==> src/rtl/led_status_arbiter.sv <==
// Round-robin owner of the six active-low board LEDs; shows a latched requester pattern per slot.
// Optional idle heartbeat is enabled by defining LED_ARB_HEARTBEAT_EN.
module led_status_arbiter #(
  parameter int unsigned WAIT_TIME  = 13500000,
  parameter int unsigned N_REQ      = 4,
  parameter int unsigned HOLD_TICKS = 2
) (
  input  logic               clk,
  input  logic               rst,
  input  logic [N_REQ-1:0]   req,
  input  logic [6*N_REQ-1:0] pattern,
  output logic [N_REQ-1:0]   grant,
  output logic [N_REQ-1:0]   ack,
  output logic [5:0]         led
);

  localparam int unsigned PW = $clog2(WAIT_TIME);
  localparam int unsigned HW = $clog2(HOLD_TICKS + 1);
  localparam int unsigned IW = $clog2(N_REQ);

  localparam logic [PW-1:0] PRESC_MAX  = PW'(WAIT_TIME - 1);
  localparam logic [PW-1:0] PRESC_PRE  = PW'(WAIT_TIME - 2);
  localparam logic [HW-1:0] HOLD_LAST  = HW'(HOLD_TICKS - 1);

  typedef enum logic {StIdle, StShow} state_e;

  state_e        state_q;
  logic [PW-1:0] presc_q;
  logic [HW-1:0] hold_q;
  logic [IW-1:0] last_q;
  logic [5:0]    pat_q;
  logic [5:0]    idle_led;
  logic          tick;
  logic          found;
  logic [IW-1:0] winner;
  logic [5:0]    pat_sel;
  int unsigned   idx;

`ifdef LED_ARB_HEARTBEAT_EN
  logic [5:0] hb_q;
  assign idle_led = ~hb_q;
`else
  assign idle_led = 6'h3F;
`endif

  assign tick = (presc_q == PRESC_MAX);

  // Search starts just after the previous winner, so it has lowest priority.
  always_comb begin
    found  = 1'b0;
    winner = last_q;
    idx    = 0;
    for (int unsigned i = 1; i <= N_REQ; i++) begin
      idx = (32'(last_q) + i) % N_REQ;
      if (!found && req[idx[IW-1:0]]) begin
        found  = 1'b1;
        winner = idx[IW-1:0];
      end
    end
  end

  always_comb begin
    pat_sel = '0;
    for (int unsigned i = 0; i < N_REQ; i++) begin
      if (winner == IW'(i)) pat_sel = pattern[6*i +: 6];
    end
  end

  always_ff @(posedge clk) begin
    if (rst) begin
      state_q <= StIdle;
      presc_q <= '0;
      hold_q  <= '0;
      last_q  <= IW'(N_REQ - 1);
      pat_q   <= '0;
      grant   <= '0;
      ack     <= '0;
      led     <= 6'h3F;
`ifdef LED_ARB_HEARTBEAT_EN
      hb_q    <= '0;
`endif
    end else begin
      ack <= '0;
      unique case (state_q)
        StIdle: begin
          if (found) begin
            // A tick coinciding with the grant is dropped: presc restarts here.
            state_q <= StShow;
            last_q  <= winner;
            pat_q   <= pat_sel;
            grant   <= N_REQ'(1) << winner;
            led     <= ~pat_sel;
            presc_q <= '0;
            hold_q  <= '0;
          end else begin
`ifdef LED_ARB_HEARTBEAT_EN
            presc_q <= tick ? '0 : presc_q + 1'b1;
            if (tick) begin
              hb_q <= hb_q + 6'd1;
              led  <= ~(hb_q + 6'd1);
            end
`else
            presc_q <= '0;
            led     <= 6'h3F;
`endif
          end
        end
        StShow: begin
          presc_q <= tick ? '0 : presc_q + 1'b1;
          led     <= ~pat_q;
          if (tick) hold_q <= hold_q + 1'b1;
          // Registered ack: arm one cycle ahead of the final tick.
          if (hold_q == HOLD_LAST && presc_q == PRESC_PRE) ack <= grant;
          if (tick && hold_q == HOLD_LAST) begin
            state_q <= StIdle;
            grant   <= '0;
            presc_q <= '0;
            led     <= idle_led;
          end
        end
        default: state_q <= StIdle;
      endcase
    end
  end

endmodule

==> config.mk <==
export PLATFORM = sky130hd
export DESIGN_NAME = led_status_arbiter
export DESIGN_NICKNAME = d
export VERILOG_FILES = /design/src/rtl/led_status_arbiter.sv
export SDC_FILE = /design/constraint.sdc
export NUM_CORES = 1
export LEC_CHECK = 0
export CORE_ASPECT_RATIO = 0.75
export CORE_MARGIN = 2
export CORE_UTILIZATION = 50
export DETAILED_ROUTE_END_ITERATION = 8
export GPL_ROUTABILITY_DRIVEN = 0
export PLACE_DENSITY = 0.78
export SYNTH_ARGS = -nofsm -noshare
export SYNTH_HDL_FRONTEND = slang
export SYNTH_SLANG_ARGS = --single-unit
==> constraint.sdc <==
create_clock -name clk -period 3.9 [get_ports clk]
set_input_delay 0.585 -clock clk [delete_from_list [all_inputs] [get_ports clk]]
set_output_delay 0.585 -clock clk [all_outputs]
set_load 0.01 [all_outputs]
==> results_dict.tcl, run 1 <==
set metrics [dict create \
    ys_ff_latch 49 \
    setup_tns_ns 0 \
    drv_cap 0 \
    start_util_pct 51.4 \
    grt_pass1_vias 1808 \
    grt_setup_unrepaired "no" \
    hold_path_class "flop to flop" \
    gr-total-overflow 0 \
    antennaDiodeCount 0 \
    die_w_um 81.6 \
    synth_top_area_share_pct 43.5 \
    synth_edf_count 0 \
    final_max_slew_viol_count 0 \
    yosys_warnings 0 \
    instances_no_fill 352 \
    synthToLayoutAreaGrowth_pct 25.7 \
    die_h_um 62.2 \
    clockBufferDepth 2 \
    crit_fanout 9 \
    path_clk_slew_ns 0.10 \
    crit_path_end_kind "flop" \
    peakVddDrop_mv 0.176 \
    grt_pass1_wl_mm 8.25 \
    cts.sinks 49 \
    syn_area_per_cell_um2 8.92 \
    synth_top_family_by_area "simple AND/OR/NAND/NOR gates" \
    leakage_nw 0.940 \
    start_kind "primary input" \
    io_pins 44 \
    cts_made_buffers 5 \
    syn_area_mm2 0.00226 \
    clock.fmax_ghz 0.418 \
    grt.busiest_layer "met1" \
    global_route.usage.met1_pct 30.7 \
    grt_usage_pct 20.8 \
    synthSimpleGateAreaFrac_pct 24.2 \
    synthFlopType "dfxtp_1" \
    drc 0 \
    rows 21 \
    min_period_over_period_pct 61.4 \
    cts_root_buf "clkbuf_8" \
    wirelength_mm 4.82 \
    ant_nets 0 \
    yosysSeqAreaShare_pct 43.5 \
    dp_hpwl_mm 3.49 \
    portBuffers 43 \
    syn_nets 286 \
    synthAdderAreaFrac_pct 1.66 \
    status "finished, final reports clean" \
    finClkSkew_ns 0.0104 \
    nets 327 \
    critical_path_class "primary input to flop" \
    multiInputGateArea_mm2 0.00120 \
    relSlewSlack_pct 36.6 \
    grt_max_degree 24 \
    htreeDepth 2 \
    cts_hold_buf 0 \
    async_flop_share_pct 0 \
    fill_cells 365 \
    cts_tree "yes" \
    antenna_found_initial 0 \
    cts.repair.resized 0 \
    synth_compound_area_share_pct 15.5 \
    worstPathArrival_ns 2.60 \
    clk_latency_ns 0.31 \
    synthXorXnorAreaFrac_pct 8.54 \
    seq_area_um2 981 \
    coreArea_mm2 0.00439 \
    drive_gt1_share_pct 7.80 \
    path_cells "clkdlybuf4s50_1 > o21a_1 > o21ai_2 > nand2_2 > mux2_2 > a221o_1" \
    dp_cells 344 \
    cpPeakStageDelay_ns 0.53 \
    p_per_area_mw_per_mm2 386 \
    first_pass_iters 4 \
    setup_viol 0 \
    min_period_ns 2.40 \
    wl_per_cell_um 13.7 \
    first_iter_violations 126 \
    grt_util_met2_pct 29.3 \
    viasPerCell 5.47 \
    post_cts_buffers 0 \
    dieArea_mm2 0.00507 \
    yosysUniqueCellTypes 45 \
    netlist_instances 253 \
    synthTopCellsByArea "dfxtp_1 43%, xnor2_1 7.0%, nor2_1 6.7%, nand3_1 3.5%, mux2_2 3.0%" \
    muxShareOfSynthArea_pct 3.44 \
    met3_usage_pct 4.94 \
    slowest_stage "clkdlybuf4s50_1" \
    tightestPinTransition_ns 0.947 \
    hold_viol 0 \
    cp.required_ns 4.11 \
    vias 1926 \
    netlist.top_cell.by_area "dfxtp_1" \
]
critical path: cells and delay by family:
| kind | cells | cell delay, ns |
|---|---|---|
| buffers and inverters | 1 | 0.53 |
| AND/OR/NAND/NOR | 1 | 0.25 |
| AO/OA/AOI/OAI | 3 | 0.89 |
| multiplexers | 1 | 0.35 |
sequential cells by signal, indices dropped and copies added, names as in the netlist:
signal	count
grant	4
hold_q	2
last_q	2
led	6
state_q	1
pat_q	6
ack	4
presc_q	24
worst paths after layout:
path | from | to | slack, ns | cells after the start
worst max-delay path | req[1] | pat_q[3] | 1.50 | 6
worst min-delay path | pat_q[2] | led[2] | 0.46 | 1
worst max register to register | presc_q[22] | presc_q[22] | 1.62 | 5
worst min register to register | pat_q[2] | led[2] | 0.46 | 1
cell usage in the layout (no fill, tap or decap), types with 3 or more instances in the layout:
| master | count |
|---|---|
| dfxtp_1 | 49 |
| clkdlybuf4s50_1 | 43 |
| nor2_1 | 40 |
| xnor2_1 | 18 |
| nand3_1 | 16 |
| nand2_1 | 15 |
| inv_1 | 9 |
| nor3_1 | 9 |
| a21oi_1 | 8 |
| mux2_2 | 6 |
| o21ai_0 | 6 |
| a221oi_1 | 6 |
| a221o_1 | 6 |
| clkbuf_8 | 5 |
| nand2b_1 | 4 |
| nor4_1 | 4 |
| and2_1 | 4 |
| xor2_1 | 4 |
| nor2b_1 | 3 |
| o21a_1 | 3 |
| a211o_1 | 3 |
| ha_1 | 3 |
cells in the mapped netlist, drive strengths merged, types with 6 or more instances:
| library cell | instances |
|---|---|
| dfxtp | 49 |
| nor2 | 40 |
| xnor2 | 18 |
| nand2 | 16 |
| nand3 | 16 |
| inv | 9 |
| nor3 | 9 |
| a21oi | 8 |
| clkbuf | 7 |
| o21ai | 7 |
| a221o | 6 |
| a221oi | 6 |
| mux2 | 6 |
stage by stage:
stage	instance area (um2)	hold slack (ns)	power, mW	utilization [%]	setup slack (ns)
2_1_floorplan	2260	0.429	0.655	-	1.95
3_3_place_gp	2720	0.437	0.733	62.0	1.19
3_5_place_dp	2720	0.444	0.735	62.0	1.20
4_1_cts	2840	0.459	1.10	64.6	1.52
5_1_grt	2840	0.459	1.15	64.6	1.30
6_report	2840	0.463	1.09	64.6	1.50
logic make-up (layout without fill, tap and decap cells):
kind of cell,after synthesis,count (layout)
adder cells (fa/ha/maj),3,3
multiplexers,7,7
buffers and inverters,18,60
AND/OR/NAND/NOR,110,110
AO/OA/AOI/OAI,44,44
XOR/XNOR,22,22
flip-flops,49,49
per-layer routing:
metal	part of all wire, %	wire [um]
met1	53	2540
met5	0	0
met2	39	1880
met3	6.6	317
met4	1.7	80
area by class of cell:
cell class / instances / area share, %
clock buffers: 5 / 2.43
clock inverters: 3 / 1.63
inverters: 9 / 1.19
multi-input cells: 186 / 42.5
flip-flops and latches: 49 / 34.6
well taps: 57 / 2.52
repair buffers: 43 / 15.2
power breakdown:
part / leakage [nW] / total, mW / internal (mW) / switching (mW)
registers: 0.399 / 0.546 / 0.528 / 0.0180
logic: 0.487 / 0.179 / 0.0945 / 0.0843
clock network: 0.0543 / 0.370 / 0.192 / 0.178
(Power assumes the default switching activity.)
==> inputs of run 2 (changes only) <==
--- a/config.mk
+++ b/config.mk
@@ -7,10 +7,10 @@
 export LEC_CHECK = 0
 export CORE_ASPECT_RATIO = 0.75
 export CORE_MARGIN = 2
-export CORE_UTILIZATION = 50
+export CORE_UTILIZATION = 46
 export DETAILED_ROUTE_END_ITERATION = 8
 export GPL_ROUTABILITY_DRIVEN = 0
-export PLACE_DENSITY = 0.78
+export PLACE_DENSITY = 0.75
 export SYNTH_ARGS = -nofsm -noshare
 export SYNTH_HDL_FRONTEND = slang
 export SYNTH_SLANG_ARGS = --single-unit
==> constraint.sdc (replaced) <==
create_clock -name clk -period 2.2 [get_ports clk]
set_input_delay 0.33 -clock clk [delete_from_list [all_inputs] [get_ports clk]]
set_output_delay 0.33 -clock clk [all_outputs]
set_load 0.01 [all_outputs]
==> run 2 against run 1 <==
Against the previous run: via count increased by 1.8%; total power increased by 79%; die area increased by 8.2%; clock power increased by 72%; setup slack got worse by 1.3 ns; final cell count increased by 4.5%; core utilization decreased by 3.5 points; critical path type is now flop to flop; largest power group unchanged.
==> results_dict.tcl, run 2 (synthesized netlist as in run 1, its figures left out) <==
set metrics [dict create \
    hold_path_depth 1 \
    drc 0 \
    grt_max_degree 19 \
    peakVddDrop_mv 0.393 \
    final_common_cell "dfxtp_1" \
    drv_cap 0 \
    min_period_over_period_pct 92.7 \
    clockBufferDepth 2 \
    dieArea_mm2 0.00549 \
    io_pins 44 \
    vias 1961 \
    largestRegisters "presc_q: 24 flops, led: 6 flops, pat_q: 6 flops" \
    start_kind "flop" \
    total_power_mw 1.96 \
    cts_root_buf "clkbuf_8" \
    p_per_area_mw_per_mm2 665 \
    final_max_slew_viol_count 0 \
    min_period_ns 2.04 \
    viasPerCell 5.33 \
    cp.required_ns 2.41 \
    synthToLayoutAreaGrowth_pct 30.4 \
    grt_pass1_wl_mm 8.63 \
    relSlewSlack_pct 62.8 \
    setup_viol 0 \
    path_clk_slew_ns 0.09 \
    clk_latency_ns 0.31 \
    htreeDepth 2 \
    rows 22 \
    cts.sinks 49 \
    reg2reg_depth 5 \
    portBuffers 43 \
    grt_usage_pct 19.6 \
    wirelength_mm 5.08 \
    crit_fanout 5 \
    hold_viol 0 \
    hold_path_class "flop to flop" \
    layout_common_cells "49 x dfxtp_1, 43 x clkdlybuf4s50_1, 39 x nor2_1" \
    post_cts_buffers 0 \
    reg2reg_slack_ns 0.16 \
    leakage_nw 1.00 \
    whs_ns 0.461 \
    cts_made_buffers 5 \
    antennaDiodeCount 0 \
    min_from "pat_q[5]" \
    largest_reg_flops 24 \
    die_w_um 84.9 \
    first_iter_violations 104 \
    dp_hpwl_mm 3.71 \
    drive_gt1_share_pct 12.0 \
    r2r_start "presc_q[22]" \
    grt_pass1_vias 1877 \
    grt_setup_unrepaired "no" \
    coreArea_mm2 0.00482 \
    hold_end "led[5]" \
    worstPathArrival_ns 2.25 \
    gr-total-overflow 0 \
    ant_nets 0 \
    first_pass_iters 4 \
    crit_path_end_kind "flop" \
    die_h_um 64.6 \
    critical_path_class "flop to flop" \
    clock.fmax_ghz 0.490 \
    cts_tree "yes" \
    status "finished, final reports clean" \
    start_util_pct 46.8 \
    tightestPinTransition_ns 0.557 \
    cts_hold_buf 0 \
    nets 340 \
    antenna_found_initial 0 \
    setup_tns_ns 0 \
    wl_per_cell_um 13.8 \
    fin_util_pct 61.1 \
    r2r_end "grant[3]" \
    top_register "presc_q" \
    finClkSkew_ns 0.0117 \
]
[run 2: cell types whose count changed in the layout (fill, tap and decap cells not counted), sizes merged]
cell      before  now
clkinvlp       1    0
buf            0   13
clkbuf         5    6
[run 2: critical path, cell delays in order, from the launching register on]
cell and delay [ns]:
dfxtp_1 0.36, nor4bb_1 0.37, nand4_1 0.20, or3_4 0.40
o31a_1 0.38, a22o_1 0.25
[run 2: routing by layer]
| layer | wire length, um | vias up | GRT usage (%) |
|---|---|---|---|
| met2 | 2170 | 46 | 29.6 |
| met3 | 282 | 7 | 4.84 |
| met4 | 55 | 0 | 4.76 |
| met5 | 0 | - | 0 |
| met1 | 2570 | 910 | 28.1 |
| li1 | - | 998 | - |
[run 2: worst max path at each step]
| stage | start | end | slack [ns] | depth (start not counted) |
|---|---|---|---|---|
| global route | presc_q[0] | led[2] | 0.07 | 6 |
| global placement | req[3] | led[5] | -0.1 | 6 |
| floorplan | last_q[1] | pat_q[0] | 0.39 | 6 |
| finish | presc_q[22] | grant[3] | 0.16 | 5 |
| CTS | req[3] | led[5] | 0.17 | 6 |
| detailed placement | req[3] | led[5] | -0.15 | 6 |
[run 2: final cells by class]
cell class              instances  area, um2
clock buffers                   6       72.6
multi-input cells             186       1210
fillers                       419       1880
inverters                       9       33.8
flip-flops and latches         49        981
repair buffers                 56        528
well taps                      60       75.1
clock inverters                 2       38.8
[run 2: what timing repair did]
action	in CTS	in global routing
setup endpoints to repair	0	4
gates resized for setup	0	2
hold endpoints to repair	0	0
[run 2: power breakdown]
group	leakage, nW	switching (mW)	total, mW	internal (mW)
clock	0.0554	0.297	0.638	0.341
sequential	0.399	0.0328	0.969	0.936
combinational	0.549	0.157	0.350	0.193
[run 2: metrics by stage]
step	instances	instance area (um2)	setup WS [ns]
after floorplan	253	2260	0.388
after global placement	360	2820	-0.0972
after detailed placement	360	2820	-0.155
after CTS	368	2930	0.173
after global routing	368	2940	0.0695
final	368	2940	0.160
==> inputs of run 3 (changes only) <==
--- a/config.mk
+++ b/config.mk
@@ -5,7 +5,8 @@
 export SDC_FILE = /design/constraint.sdc
 export NUM_CORES = 1
 export LEC_CHECK = 0
-export CORE_ASPECT_RATIO = 0.75
+export ABC_CLOCK_PERIOD_IN_PS = 2200
+export CAP_MARGIN = 10
 export CORE_MARGIN = 2
 export CORE_UTILIZATION = 46
 export DETAILED_ROUTE_END_ITERATION = 8
==> run 3 against run 2 <==
Against the previous run: combinational power about the same; final area down 0.21%; die area down 0.10%; maximum frequency up 1.9%; first-iteration DRC count up 17%; global-route usage down 0.55 points; total power down 5.2%; critical path type unchanged; core utilization up 1.1 points; setup slack better by 0.038 ns; highest routed layer unchanged; critical path depth up 1; sequential power about the same; clock skew down 0.0050 ns.
==> results_dict.tcl, run 3 (synthesized netlist as in run 1, its figures left out) <==
set metrics [dict create \
    status "finished, final reports clean" \
    setup_viol 0 \
    antenna_found_initial 0 \
    crit_fanout 6 \
    grt_max_degree 21 \
    cp.required_ns 2.41 \
    largestRegisters "presc_q: 24 flops, led: 6 flops, pat_q: 6 flops" \
    post_cts_buffers 0 \
    grt_setup_unrepaired "no" \
    nets 340 \
    reg2reg_depth 6 \
    coreArea_mm2 0.00472 \
    p_int_mw 1.36 \
    cts_made_buffers 5 \
    grt.busiest_layer "met2" \
    instances_no_fill 375 \
    worstPathArrival_ns 2.22 \
    min_period_ns 2.00 \
    slowest_stage "dfxtp_1" \
    antennaDiodeCount 0 \
    path_clk_slew_ns 0.09 \
    dieArea_mm2 0.00548 \
    pre_cts_slack_ns -0.157 \
    hold_path_class "flop to flop" \
    cp_top_family "simple AND/OR/NAND/NOR gates" \
    p_per_area_mw_per_mm2 632 \
    r2r_end "led[3]" \
    min_from "pat_q[4]" \
    cpPeakStageDelay_ns 0.40 \
    synthToLayoutAreaGrowth_pct 30.1 \
    clock.fmax_ghz 0.499 \
    cts_hold_buf 0 \
    dp_cells 367 \
    largest_reg_flops 24 \
    wl_per_cell_um 12.8 \
    start_kind "flop" \
    layout_common_cells "49 x dfxtp_1, 43 x clkdlybuf4s50_1, 39 x nor2_1" \
    hold_path_depth 1 \
    switching_share_pct 26.9 \
    final_common_cell "dfxtp_1" \
    start_util_pct 47.8 \
    leakage_nw 0.999 \
    die_w_um 74.0 \
    fin_ws_ns 0.198 \
    drc 0 \
    reg2reg_slack_ns 0.20 \
    grt_pass1_vias 1895 \
    first_iter_violations 122 \
    clk_latency_ns 0.31 \
    finClkSkew_ns 0.00671 \
    vias 1956 \
    final_max_slew_viol_count 0 \
    tightestPinTransition_ns 0.551 \
    comb_power_share_pct 18.8 \
    grt_usage_pct 19.0 \
    grt_pass1_wl_mm 8.03 \
    clockBufferDepth 2 \
    drive_gt1_share_pct 12.0 \
    hold_end "led[4]" \
    seq_power_share_pct 52.1 \
    viasPerCell 5.22 \
    first_pass_iters 4 \
    met3_usage_pct 5.56 \
    r2r_start "presc_q[1]" \
    ant_nets 0 \
    path_cells "ha_1 > and3_1 > nand2_1 > nor4_1 > nor2_1 > a221oi_1" \
    wirelength_mm 4.79 \
    global_route.usage.met1_pct 22.1 \
    grt_util_met2_pct 32.6 \
    cts.sinks 49 \
    htreeDepth 2 \
    gr-total-overflow 0 \
    crit_path_end_kind "flop" \
    cts_tree "yes" \
    top_register "presc_q" \
    min_period_over_period_pct 91.0 \
    relSlewSlack_pct 63.2 \
    dp_hpwl_mm 3.60 \
    io_pins 44 \
    critical_path_class "flop to flop" \
    crit_buf_inv 0 \
    rows 25 \
    peakVddDrop_mv 0.296 \
    cts_root_buf "clkbuf_8" \
    hold_viol 0 \
    cts.repair.resized 0 \
    clkPwrFrac_pct 29.1 \
    portBuffers 43 \
    die_h_um 74.0 \
    drv_cap 0 \
    p_switching_mw 0.500 \
]
==> run 3: power by group through the flow <==
stage	logic [mW]	registers, mW	clock network (mW)
3_5_place_dp	0.347	0.988	0
6_report	0.349	0.967	0.540
3_3_place_gp	0.342	0.987	0
2_1_floorplan	0.171	0.990	0
4_1_cts	0.348	0.967	0.545
5_1_grt	0.382	0.973	0.584
==> run 3: layer usage <==
layer / share of wire, % / wire (um) / vias up
li1: - / - / 995
met1: 46 / 2200 / 899
met2: 46 / 2220 / 56
met3: 6.5 / 311 / 6
met4: 1.3 / 62 / 0
met5: 0 / 0 / -
==> run 3: layout make-up <==
cell class                      count  area [um2]
Clock buffer                        5        68.8
Clock inverter                      3        21.3
Timing Repair Buffer               56         541
Tap cell                           67        83.8
Fill cell                         406        1790
Multi-Input combinational cell    186        1210
Inverter                            9        33.8
Sequential cell                    49         981
==> run 3: worst max-delay path by stage <==
stage / endpoint / depth (start not counted) / startpoint / slack (ns)
global route: led[3] / 6 / presc_q[1] / 0.04
CTS: led[5] / 6 / req[3] / 0.16
finish: led[3] / 6 / presc_q[1] / 0.20
global placement: led[5] / 6 / req[3] / -0.09
detailed placement: led[5] / 6 / req[3] / -0.16
floorplan: pat_q[0] / 6 / last_q[1] / 0.39
==> run 3: through the flow <==
| step | utilization [%] | hold WS (ns) | area, um2 | TNS (ns) | power, mW |
|---|---|---|---|---|---|
| 2_1_floorplan | - | 0.429 | 2260 | 0 | 1.16 |
| 3_3_place_gp | 60.2 | 0.441 | 2840 | -0.568 | 1.33 |
| 3_5_place_dp | 60.2 | 0.452 | 2840 | -1.46 | 1.33 |
| 4_1_cts | 62.1 | 0.467 | 2930 | 0 | 1.86 |
| 5_1_grt | 62.1 | 0.493 | 2940 | 0 | 1.94 |
| 6_report | 62.1 | 0.466 | 2940 | 0 | 1.86 |
==> run 3: worst register-to-register path: cells and delay by family (launching register included) <==
| family | cells | cell delay [ns] |
|---|---|---|
| flops | 1 | 0.40 |
| fa+ha+maj | 1 | 0.28 |
| simple gates | 4 | 0.89 |
| compound gates | 1 | 0.35 |
